===== config.mk =====
export PLATFORM = sky130hd
export DESIGN_NAME = counter_load_arbiter
export DESIGN_NICKNAME = d
export VERILOG_FILES = /design/src/rtl/counter_load_arbiter.sv
export SDC_FILE = /design/constraint.sdc
export NUM_CORES = 1
export LEC_CHECK = 0
export CORE_MARGIN = 3
export CORE_UTILIZATION = 36
export DETAILED_ROUTE_END_ITERATION = 10
export GPL_TIMING_DRIVEN = 0
export PLACE_DENSITY = 0.79
export SETUP_SLACK_MARGIN = 0.05
export SYNTH_ARGS = -nofsm -noshare
export SYNTH_HDL_FRONTEND = slang
export SYNTH_SLANG_ARGS = --single-unit
export TNS_END_PERCENT = 10

===== constraint.sdc =====
create_clock -name clk -period 1.7 [get_ports clk]
set_input_delay 0.34 -clock clk [delete_from_list [all_inputs] [get_ports clk]]
set_output_delay 0.34 -clock clk [all_outputs]
set_load 0.005 [all_outputs]

===== src/rtl/counter_load_arbiter.sv =====
// Round-robin arbiter sharing a step/overwrite counter's load port between two
// valid/ready requesters; issues one overwrite per load and reports whether it stuck.
module counter_load_arbiter #(
  parameter int WIDTH = 8
) (
  input  logic             clk,
  input  logic             rst,
  input  logic             a_valid,
  input  logic [WIDTH-1:0] a_data,
  output logic             a_ready,
  input  logic             b_valid,
  input  logic [WIDTH-1:0] b_data,
  output logic             b_ready,
  output logic             ctr_mode,
  output logic [WIDTH-1:0] ctr_write_data,
  input  logic [WIDTH-1:0] ctr_count,
  output logic             rsp_valid,
  output logic             rsp_id,
  output logic             rsp_err,
  output logic             busy,
  output logic [7:0]       err_cnt
);

  typedef enum logic [1:0] {
    IDLE  = 2'd0,
    LOAD  = 2'd1,
    CHECK = 2'd2
  } state_t;

  state_t           state;
  state_t           state_next;
  logic             grant_a;
  logic             grant_b;
  logic             last_id;
  logic             id;
  logic [WIDTH-1:0] data;

  // Grant: a lone requester wins; on a tie the side not served last wins.
  always_comb begin
    grant_a = 1'b0;
    grant_b = 1'b0;
    if (!rst && (state == IDLE)) begin
      if (a_valid && (!b_valid || last_id)) begin
        grant_a = 1'b1;
      end else if (b_valid) begin
        grant_b = 1'b1;
      end else begin
        grant_a = 1'b0;
      end
    end else begin
      grant_b = 1'b0;
    end
  end

  assign a_ready = grant_a;
  assign b_ready = grant_b;

  // Next-state logic.
  always_comb begin
    state_next = state;
    case (state)
      IDLE: begin
        if (grant_a || grant_b) begin
          state_next = LOAD;
        end else begin
          state_next = IDLE;
        end
      end
      LOAD:    state_next = CHECK;
      CHECK:   state_next = IDLE;
      default: state_next = IDLE;
    endcase
  end

  // Output decode; rst gates everything so an aborted request never loads or responds.
  always_comb begin
    ctr_mode       = !rst && (state == LOAD);
    ctr_write_data = ctr_mode ? data : {WIDTH{1'b0}};
    rsp_valid      = !rst && (state == CHECK);
    rsp_id         = rsp_valid && id;
    rsp_err        = rsp_valid && (ctr_count != data);
    busy           = !rst && (state != IDLE);
  end

  // State register.
  always_ff @(posedge clk) begin
    if (rst) begin
      state <= IDLE;
    end else begin
      state <= state_next;
    end
  end

  // Request capture, round-robin pointer and saturating error counter.
  always_ff @(posedge clk) begin
    if (rst) begin
      last_id <= 1'b1;
      id      <= 1'b0;
      data    <= {WIDTH{1'b0}};
      err_cnt <= 8'd0;
    end else begin
      if (grant_a || grant_b) begin
        id   <= grant_b;
        data <= grant_b ? b_data : a_data;
      end
      if (rsp_valid) begin
        last_id <= id;
        if (rsp_err && (err_cnt != 8'hFF)) begin
          err_cnt <= err_cnt + 8'd1;
        end
      end
    end
  end

endmodule

# --- Word level (Yosys, flattened, before mapping) ---
# Index checks and enable logic that the tools add are counted.
# W data, S select, Z words.
totals:
  reg_bits: 20
  latchBits: 0
  mem_bits_rw: 0
  rom_bits: 0
  in_bits: 28
  output_inout_bits: 23
  word_cells: 34
  memories: 0
op_classes:
  add_sub_neg: 1
  multipliers: 0
  div: 0
  n_lt_le_gt_ge: 0
  eq_ne: 4
  shift: 0
  muxes: 9
  bitwise: 0
  n_reduce_logical: 15
op_table:
  columns: ["cell", "count"]
  rows:
  - ["$mux W8", 2]
  - ["$add A8 B1 Y8 const B", 1]
  - ["$logic_and A1 B1 Y1", 8]
  - ["$ne A8 B8 Y1", 1]
  - ["$ne A8 B8 Y1 const B", 1]
  - ["$mux W1", 6]
  - ["$pmux W2 S2", 1]
  - ["$eq A2 B1 Y1 const B", 1]
  - ["$eq A2 B2 Y1 const B", 1]
  - ["$logic_not A1 Y1", 2]
  - ["$logic_not A2 Y1", 1]
  - ["$logic_or A1 B1 Y1", 2]
  - ["$reduce_and A2 Y1", 1]
  - ["$reduce_bool A2 Y1", 1]

# --- Longest topological paths before layout ---
# Gate-level depths: netlist of run 1.
logic_depth:
  word_depth: 8
  ltp_mapped: 7
  depth_no_buf: 6

# --- Worst setup path before layout of run 1 ---
# OpenSTA, ideal clock, no wires.
synth_timing:
  kind: "input to register"
  start: "in ctr_count[6]"
  end: "reg err_cnt[7]"
  setup_time_ns: 0.071
  arrival_time_ns: 1.577
  t_required_ns: 1.629
  path_slack_ns: 0.052
  cell_stages: 6
  path_buffers: 1
  cell_sequence: "xor2_1 -> nor4_1 -> a211o_1 -> buf_6 -> or4_1 -> a21oi_1"
synth_via:
  elab_chain_cells: 4
synth_lines:
  columns: ["item", "line", "source"]
  rows:
  - ["start, declared", "16", "input logic [WIDTH-1:0] ctr_count,"]
  - ["$ne A8 B8 Y1", "81", "rsp_err = rsp_valid && (ctr_count != data);"]
  - ["$logic_and A1 B1 Y1", "81", null]
  - ["$logic_and A1 B1 Y1", "108", "if (rsp_err && (err_cnt != 8'hFF)) begin"]
  - ["$reduce_and A2 Y1 (no line)", null, null]
  - ["end signal, assigned", "109", "err_cnt <= err_cnt + 8'd1;"]
  - ["end, declared", "21", "output logic [7:0] err_cnt"]
# No other way between the ends.
# A chain may end at the register's enable or synchronous reset.

# --- Final worst setup path of run 1 ---
layout_timing:
  start: "reg data[7]"
  end: "out rsp_err"
layout_via:
  elab_chain_cells: 2
layout_lines:
  columns: ["item", "line", "source"]
  rows:
  - ["start, declared", "36", "logic [WIDTH-1:0] data;"]
  - ["start signal, assigned", "99", "data <= {WIDTH{1'b0}};"]
  - ["start signal, assigned", "104", "data <= grant_b ? b_data : a_data;"]
  - ["$ne A8 B8 Y1", "81", null]
  - ["$logic_and A1 B1 Y1", "81", null]
  - ["end, declared", "19", "output logic rsp_err,"]
# No other way between the ends.

==> results of run 1 <==
==> final cells by class <==
| type | instances | area (um^2) | area share |
|---|---|---|---|
| well taps | 30 | 37.54 | 0.01898 |
| flip-flops and latches | 20 | 421.7 | 0.2132 |
| clock inverters | 1 | 30.03 | 0.01518 |
| clock buffers | 3 | 22.52 | 0.01139 |
| inverters | 2 | 10.01 | 0.005060 |
| repair buffers | 73 | 641.9 | 0.3245 |
| plain buffers | 4 | 33.78 | 0.01708 |
| multi-input cells | 95 | 780.7 | 0.3947 |
==> Yosys cell counts, drive strengths merged <==
cell,number,area (um^2)
nand2,9,33.78
xor2,8,70.07
nor3b,3,22.52
o41ai,2,17.52
mux2i,10,100.1
nor3,2,10.01
and3,3,18.77
or4,1,7.510
a31o,1,8.760
or3,1,7.510
ha,1,12.51
nor2,5,21.27
nand3,5,25.02
clkbuf,3,11.26
inv,2,7.510
nor4,3,18.77
dfxtp,20,400.4
buf,1,11.26
nor2b,2,12.51
o311ai,2,17.52
a211oi,2,15.01
o21ai,9,45.04
a211o,1,8.760
a41oi,1,8.760
o31ai,1,7.510
nand2b,1,6.260
and2,9,57.56
a21oi,12,60.06
a21o,1,7.510
==> state kept, by name, summed over array words and instances, names as in the netlist <==
signal and flops:
err_cnt 8, state 2, data 8, id 1
last_id 1
==> per-stage QoR <==
stage	instance area (um^2)	setup WS, ns	hold slack, ns
3_3_place_gp	1589	-1.003	0.4644
2_1_floorplan	1051	0.05171	0.4441
3_5_place_dp	1589	-0.9574	0.4696
4_1_cts	1904	-0.2097	0.4687
6_report	1978	-0.3375	0.4965
5_1_grt	1978	-0.3940	0.5108
==> power by group through the flow <==
stage	combinational [mW]	sequential [mW]	clock, mW
6_report	0.301	0.528	0.400
5_1_grt	0.321	0.531	0.408
4_1_cts	0.274	0.523	0.394
3_5_place_dp	0.203	0.529	0
3_3_place_gp	0.199	0.528	0
2_1_floorplan	0.0914	0.523	0
==> worst min-delay path by stage <==
stage,from,end,slack (ns),cells past startpoint
after floorplan,id,id,0.44,2
after global placement,id,id,0.46,2
after detailed placement,id,id,0.47,2
after CTS,state[1],state[1],0.47,1
after global routing,state[1],state[1],0.51,1
final,state[1],state[1],0.50,1
==> timing repair <==
item                       4_1_cts  5_1_grt
setup buffers                   21        1
gates cloned                     1        0
pin swaps                       11        4
hold buffers                     0        0
resized for setup              101       20
setup endpoints to repair       32       24
==> critical path, stage by stage (launching register included) <==
cell and delay [ns]:
dfxtp_2 0.36, xor2_1 0.16, nor4_2 0.40, a211o_1 0.22, buf_6 0.12, inv_4 0.03
buf_6 0.10
==> logic make-up after synthesis <==
kind of cell / synth area share
AO/OA/AOI/OAI: 0.1869
buffers and inverters: 0.02857
multiplexers: 0.09524
flip-flops: 0.3809
AND/OR/NAND/NOR: 0.2298
XOR/XNOR: 0.06667
adder cells (fa/ha/maj): 0.01190
==> layer usage <==
metal / vias to the layer above / track usage / part of all wire
met4: 0 / 0.08544 / 0.024
met5: - / 0 / 0
met3: 10 / 0.04968 / 0.072
met1: 566 / 0.2379 / 0.39
met2: 71 / 0.4074 / 0.51
li1: 596 / - / -
==> impl_metrics.yaml, run 1 <==
final_layout:
  layout-area-overhead-vs-synth_pct: 88.21
  final_core_util: 0.7572
  fin_cells: 228
  diodes: 0
  layout-drive-gt1-share: 0.4091
  nFillCells: 185
  nets: 228
  final_common_cell: "clkdlybuf4s50_1"
  final_cell_mix: "26 x clkdlybuf4s50_1, 17 x buf_4, 11 x a21oi_1, 11 x dlygate4sd2_1"
grt:
  antenna_found_initial: 0
  grt_pass1_wl_um: 5906
  overflow: 0
  grt_pass1_vias: 1308
  grt.total_usage: 0.2200
  grt_max_degree: 13
worst_setup_path:
  crit_fanout: 3
  rr_endpoint: "err_cnt[2]"
  start_kind: "register"
  arrival_ns: 1.70
  regToRegSetupSlack_ns: -0.32
  crit_path_end: "rsp_err"
  timing.reg2reg.worst_path_depth: 11
  critPathRequiredTime_ns: 1.36
  reg2reg_from: "data[7]"
  cp-startpoint: "data[7]"
  worstSetupPathType: "register to output pin"
  crit_path_end_kind: "output pin"
timing:
  finalHoldViolations: 0
  finalSetupViolations: 17
  skew_ns: 0.003622
  period_needed_ns: 2.038
  worst_pin_slew_ns: 0.4516
  slew_headroom: 0.6966
  fin_ws_ns: -0.3375
  final-max-slew-violation-count: 0
  period_share: 1.199
  rsz0062_at_grt: "true"
  tns_ns: -2.049
  max_clock_freq_ghz: 0.4908
clock_tree:
  clk_latency_ns: 0.31
  cts_tree: "done"
  cts.reportedPaths.clkPinSlew_ns: 0.13
  cts_max_path_buffers: 2
  htree_levels: 1
  cts_made_buffers: 3
  clock-root-buffer: "clkbuf_4"
  cts.sink_count: 20
power:
  power_frac_clock: 0.326
  p_int_uw: 907.0
  power_frac_seq: 0.430
  power_density_nw_per_um2: 621.1
  net-switching-power_uw: 321.5
  p_leak_nw: 0.8388
  comb_power_share: 0.245
  sw_frac_of_total: 0.2617
  power_mw: 1.229
  ir_drop_mv: 0.4796
floorplanning:
  start_util: 0.4023
  die_area_um2: 3604
  coreArea_um2: 2613
  die_h_um: 60.03
  ios: 51
  die_w_um: 60.03
  core.rowCount: 18
yosys:
  synth_area_per_cell_um2: 8.686
  syn_area_um2: 1051
  syn_nets: 150
  postSynthCellCount: 121
  ys_seq_elements: 20
  seq_area_frac_synth: 0.3810
  ys_warn_count: 0
  synth_cell_type_count: 31
placement:
  io_buffers: 50
  place_congestion: 0.8073
  dp_cells: 201
  dp_hpwl_um: 2126
route:
  num_vias: 1243
  drt_wl_total_um: 3827
  drt_iter0_drc: 66
  drc: 0
  drtAntennaViolNets: 0
  wl_per_cell_um: 16.79
  dr.pass1.iters: 4
  viasPerCell: 5.452
worst_hold_path:
  holdCritPathClass: "register to register"
run_status:
  status: "finished, violations left"
  violations: "setup timing"
flow_run:
  drv_cap: 0
(Power assumes the default switching activity.)
==> run 2, diff against run 1 <==
--- a/config.mk
+++ b/config.mk
@@ -10,6 +10,7 @@
 export DETAILED_ROUTE_END_ITERATION = 10
 export GPL_TIMING_DRIVEN = 0
 export PLACE_DENSITY = 0.79
+export REMOVE_ABC_BUFFERS = 1
 export SETUP_SLACK_MARGIN = 0.05
 export SYNTH_ARGS = -nofsm -noshare
 export SYNTH_HDL_FRONTEND = slang
==> run 2 against run 1 <==
Compared with the run above: clock power hardly changed; the flow still finishes with violations (setup timing); core utilization is 3.3 points lower; highest routed layer unchanged; non-clock buffer count is 6 lower.
==> impl_metrics.yaml, run 2 (same netlist as run 1, synthesis figures left out) <==
run_status:
  status: "finished, violations left"
  violations: "setup timing"
worst_setup_path:
  timing.reg2reg.worst_path_depth: 6
  cp_slowest_stage_delay_ns: 0.39
  reg2reg_from: "data[4]"
  crit_fanout: 2
  critPathSlowestCell: "nor4_2"
  arrival_ns: 1.57
  rr_endpoint: "err_cnt[7]"
  critPathRequiredTime_ns: 1.36
  start_kind: "register"
  regToRegSetupSlack_ns: -0.19
  crit_path_end_kind: "output pin"
  path_cells: "xor2_1 -> nor4_2 -> a211o_2 -> inv_2 -> buf_2"
  worstSetupPathType: "register to output pin"
clock_tree:
  clk_latency_ns: 0.31
  cts_max_path_buffers: 2
  htree_levels: 1
  clock-root-buffer: "clkbuf_4"
  cts.reportedPaths.clkPinSlew_ns: 0.12
  cts_made_buffers: 3
  cts.sink_count: 20
  cts_tree: "done"
route:
  viasPerCell: 5.374
  drt_wl_total_um: 3361
  dr.pass1.iters: 4
  drt_iter0_drc: 36
  drtAntennaViolNets: 0
  drc: 0
  wl_per_cell_um: 15.14
  num_vias: 1193
timing:
  tns_ns: -1.114
  period_needed_ns: 1.909
  final-max-slew-violation-count: 0
  fin_ws_ns: -0.2092
  timing.hold.ws_ns: 0.4381
  max_clock_freq_ghz: 0.5238
  skew_ns: 0.007528
  worst_pin_slew_ns: 0.4293
  period_share: 1.123
  rsz0062_at_grt: "true"
  finalHoldViolations: 0
  slew_headroom: 0.7135
  finalSetupViolations: 14
floorplanning:
  ios: 51
  core.rowCount: 18
  die_w_um: 60.03
  die_h_um: 60.03
  coreArea_um2: 2613
  die_area_um2: 3604
  start_util: 0.4023
grt:
  antenna_found_initial: 0
  grt_pass1_vias: 1169
  grt_pass1_wl_um: 5368
  grt_use_met2: 0.3519
  grt.total_usage: 0.1972
  gr-usage-met1: 0.2286
  overflow: 0
  grt_max_degree: 15
  grt-busiest-layer: "met2"
  met3_usage: 0.05832
final_layout:
  final_common_cell: "clkdlybuf4s50_1"
  nets: 222
  layout-drive-gt1-share: 0.3750
  diodes: 0
  seq_area_um2: 416.7
  final_area_um2: 1892
  final_core_util: 0.7241
  layout-area-overhead-vs-synth_pct: 80.00
  reg_top3: "data: 8 flops, err_cnt: 8 flops, state: 2 flops"
  nFillCells: 192
  multiInputGateArea_um2: 749.5
  final_cell_mix: "26 x clkdlybuf4s50_1, 17 x buf_4, 11 x a21oi_1, 11 x dfxtp_1"
worst_hold_path:
  min_path_cells: 2
  worstHoldStart: "rst"
  holdCritPathClass: "input port to register"
  whs_endpoint: "err_cnt[3]"
power:
  power_frac_seq: 0.439
  power_density_nw_per_um2: 631.6
  comb_power_share: 0.228
  p_leak_nw: 0.8019
  sw_frac_of_total: 0.2527
  ir_drop_mv: 0.5626
  power_frac_clock: 0.333
  net-switching-power_uw: 301.9
  p_int_uw: 892.9
placement:
  place_congestion: 0.7320
  placedInstanceArea_um2: 1580
  io_buffers: 50
  dp_hpwl_um: 2155
flow_run:
  drv_cap: 0
## run 2: changes by cell type in the layout (fill, tap and decap cells not counted), moves of 2 or more
cell,delta
dfxtp_1,+2
o21ai_1,+3
o21ai_0,-3
and2_4,+2
nand2_1,+2
xor2_1,+2
xor2_2,-2
clkbuf_2,-2
## run 2: critical path: cells and delay by family, from the launching register on
| kind | cells | cell delay (ns) |
|---|---|---|
| flops | 1 | 0.34 |
| compound gates | 1 | 0.22 |
| xor+xnor | 1 | 0.16 |
| buf+inv | 2 | 0.16 |
| simple gates | 1 | 0.39 |
## run 2: timing repair
action	CTS	global route
gates cloned	1	0
gates resized for setup	97	17
endpoints found under the hold margin	0	0
pin swaps	8	6
hold buffers	0	0
setup endpoints to repair	33	29
buffers inserted	17	2
## run 2: per-layer routing
| layer | vias to the layer above | share of wire |
|---|---|---|
| met5 | - | 0 |
| met4 | 0 | 0.0092 |
| met3 | 6 | 0.085 |
| met2 | 48 | 0.50 |
| met1 | 557 | 0.41 |
| li1 | 582 | - |
## run 2: how the worst max path moves through the flow
stage | start | end | slack (ns) | depth (start not counted)
2_1_floorplan | rst | data[0] | -0.17 | 3
3_3_place_gp | rst | data[2] | -1.41 | 4
3_5_place_dp | rst | ctr_write_data[6] | -1.28 | 4
4_1_cts | data[0] | rsp_err | -0.16 | 5
5_1_grt | data[3] | rsp_err | -0.32 | 5
6_report | data[0] | rsp_err | -0.21 | 5
## run 2: area by class of cell
cell class,instances,share of cell area
clock inverter,1,0.01587
clock buffer,3,0.01190
sequential,20,0.2202
multi-input combinational,95,0.3962
inverter,2,0.003968
tap,30,0.01984
timing repair buffer,71,0.3320
## run 2: power by group through the flow
| stage | logic [mW] | clock network (mW) | registers [mW] |
|---|---|---|---|
| 6_report | 0.272 | 0.398 | 0.525 |
| 5_1_grt | 0.294 | 0.424 | 0.528 |
| 4_1_cts | 0.256 | 0.399 | 0.522 |
| 3_5_place_dp | 0.204 | 0 | 0.530 |
| 3_3_place_gp | 0.192 | 0 | 0.528 |
| 2_1_floorplan | 0.0851 | 0 | 0.523 |
## run 2: stage by stage
| step | power (mW) | setup slack [ns] | cells |
|---|---|---|---|
| after floorplan | 0.6085 | -0.1695 | 117 |
| after global placement | 0.7197 | -1.411 | 197 |
| after detailed placement | 0.7339 | -1.276 | 198 |
| after CTS | 1.177 | -0.1594 | 220 |
| after global routing | 1.247 | -0.3162 | 222 |
| final | 1.195 | -0.2092 | 222 |
==> run 3, diff against run 2 <==
--- a/config.mk
+++ b/config.mk
@@ -5,9 +5,11 @@
 export SDC_FILE = /design/constraint.sdc
 export NUM_CORES = 1
 export LEC_CHECK = 0
+export CORE_ASPECT_RATIO = 0.8
 export CORE_MARGIN = 3
 export CORE_UTILIZATION = 36
 export DETAILED_ROUTE_END_ITERATION = 10
+export GPL_ROUTABILITY_DRIVEN = 0
 export GPL_TIMING_DRIVEN = 0
 export PLACE_DENSITY = 0.79
 export REMOVE_ABC_BUFFERS = 1
==> run 3 against run 2 <==
Compared with the run above: the flow still finishes with violations (setup timing); clock-buffer cell count grew 1; sequential power is essentially flat; maximum frequency down 2.1%; largest power group unchanged; clock skew down 0.0063 ns; critical path type is now register to register; total power is 8.8% lower; worst setup slack got worse by 0.041 ns.
==> impl_metrics.yaml, run 3 (same netlist as run 1, synthesis figures left out) <==
clock_tree:
  htree_levels: 1
  cts_tree: "done"
  clk_latency_ns: 0.32
  clock-root-buffer: "clkbuf_4"
  cts.reportedPaths.clkPinSlew_ns: 0.11
  cts_max_path_buffers: 2
  cts_made_buffers: 3
  hold_buffers: 0
  cts.sink_count: 20
worst_setup_path:
  critical_path_depth: 7
  crit_family: "simple AND/OR/NAND/NOR gates"
  critPathSlowestCell: "or4_4"
  cp-startpoint: "data[6]"
  crit_fanout: 6
  path_buf_inv: 2
  regToRegSetupSlack_ns: -0.25
  crit_path_end: "err_cnt[7]"
  worstSetupPathType: "register to register"
  critPathRequiredTime_ns: 1.96
  cp_slowest_stage_delay_ns: 0.48
  arrival_ns: 2.21
  rr_endpoint: "err_cnt[7]"
  start_kind: "register"
  timing.reg2reg.worst_path_depth: 7
  path_cells: "xor2_1 -> nor4_2 -> a211o_2 -> buf_4 -> buf_6 -> or4_4 -> a21oi_2"
  crit_path_end_kind: "register"
  reg2reg_from: "data[6]"
floorplanning:
  die_w_um: 66.41
  start_util: 0.4038
  die_area_um2: 3608
  coreArea_um2: 2603
  core.rowCount: 16
  ios: 51
  die_h_um: 54.33
final_layout:
  final_common_cell: "clkdlybuf4s50_1"
  final_cell_mix: "26 x clkdlybuf4s50_1, 15 x buf_4, 12 x buf_6, 11 x a21oi_1, 10 x mux2i_1"
  layout-area-overhead-vs-synth_pct: 82.14
  nets: 224
  diodes: 0
  reg_top3: "data: 8 flops, err_cnt: 8 flops, state: 2 flops"
  fin_cells: 230
  final_core_util: 0.7356
  final_area_um2: 1914
  layout-drive-gt1-share: 0.3918
timing:
  rsz0062_at_grt: "true"
  slew_headroom: 0.6861
  finalHoldViolations: 0
  period_needed_ns: 1.950
  skew_ns: 0.001240
  finalSetupViolations: 15
  timing.hold.ws_ns: 0.4637
  period_share: 1.147
  fin_ws_ns: -0.2502
  tns_ns: -1.423
  max_clock_freq_ghz: 0.5128
  worst_pin_slew_ns: 0.4709
  final-max-slew-violation-count: 0
power:
  ir_drop_mv: 0.4319
  p_leak_nw: 0.8036
  power_density_nw_per_um2: 568.9
  power_mw: 1.089
run_status:
  violations: "setup timing"
  status: "finished, violations left"
route:
  viasPerCell: 5.222
  wl_per_cell_um: 16.18
  drc: 0
  num_vias: 1201
  drt_wl_total_um: 3722
  dr.pass1.iters: 4
  drt_iter0_drc: 59
  drtAntennaViolNets: 0
worst_hold_path:
  holdCritPathClass: "input port to register"
grt:
  grt_pass1_wl_um: 5526
  antenna_found_initial: 0
  overflow: 0
  grt_max_degree: 16
  grt.total_usage: 0.2062
  grt_pass1_vias: 1170
placement:
  dp_cells: 204
  io_buffers: 50
  dp_hpwl_um: 2335
  dp_slack_ns: -1.221
  placedInstanceArea_um2: 1588
flow_run:
  drv_cap: 0
==> run 3: cell count changes in the layout (fill, tap and decap cells not counted), moves of 2 or more <==
cell      previous run  this run
dfxtp_1             11         9
o21ai_0              6         9
clkbuf_2             1         4
buf_2                7         5
dfxtp_2              7         9
buf_6                9        12
o21ai_1              3         0
buf_4               17        15
==> run 3: final cells by class <==
type / instances / area, um^2
flip-flops and latches: 20 / 419.2
well taps: 36 / 45.04
fillers: 187 / 688.2
clock buffers: 4 / 36.28
repair buffers: 72 / 641.9
inverters: 2 / 7.507
multi-input cells: 96 / 764.5
==> run 3: worst min path at each step <==
stage	startpoint	to	slack, ns	cells after the start
after floorplan	rst	err_cnt[3]	0.41	1
after global placement	id	id	0.47	2
after detailed placement	id	id	0.47	2
after CTS	rst	err_cnt[3]	0.44	2
after global routing	rst	err_cnt[3]	0.47	2
final	rst	err_cnt[7]	0.46	2
==> run 3: worst register-to-register path: stages (launching register included) <==
cell     delay, ns
dfxtp_2       0.37
xor2_1        0.20
nor4_2        0.09
a211o_2       0.37
buf_4         0.14
buf_6         0.12
or4_4         0.48
a21oi_2       0.12
==> run 3: metal layers <==
metal  vias up  track usage  part of all wire
met3         9      0.04928             0.043
met2        29       0.3740              0.51
met1       574       0.2343              0.42
li1        589            -                 -
met4         0      0.08784             0.025
met5         -            0                 0
==> run 3: report_power, final <==
part | internal, mW | switching, mW | leakage (nW)
logic | 0.159 | 0.116 | 0.614
registers | 0.498 | 0.0294 | 0.168
clock network | 0.131 | 0.154 | 0.0210
total | 0.789 | 0.300 | 0.804
==> run 3: timing repair <==
item / 4_1_cts / 5_1_grt
resized for setup: 86 / 32
buffers inserted: 14 / 7
pin swaps: 15 / 11
gates cloned: 1 / 0
setup endpoints to repair: 33 / 33
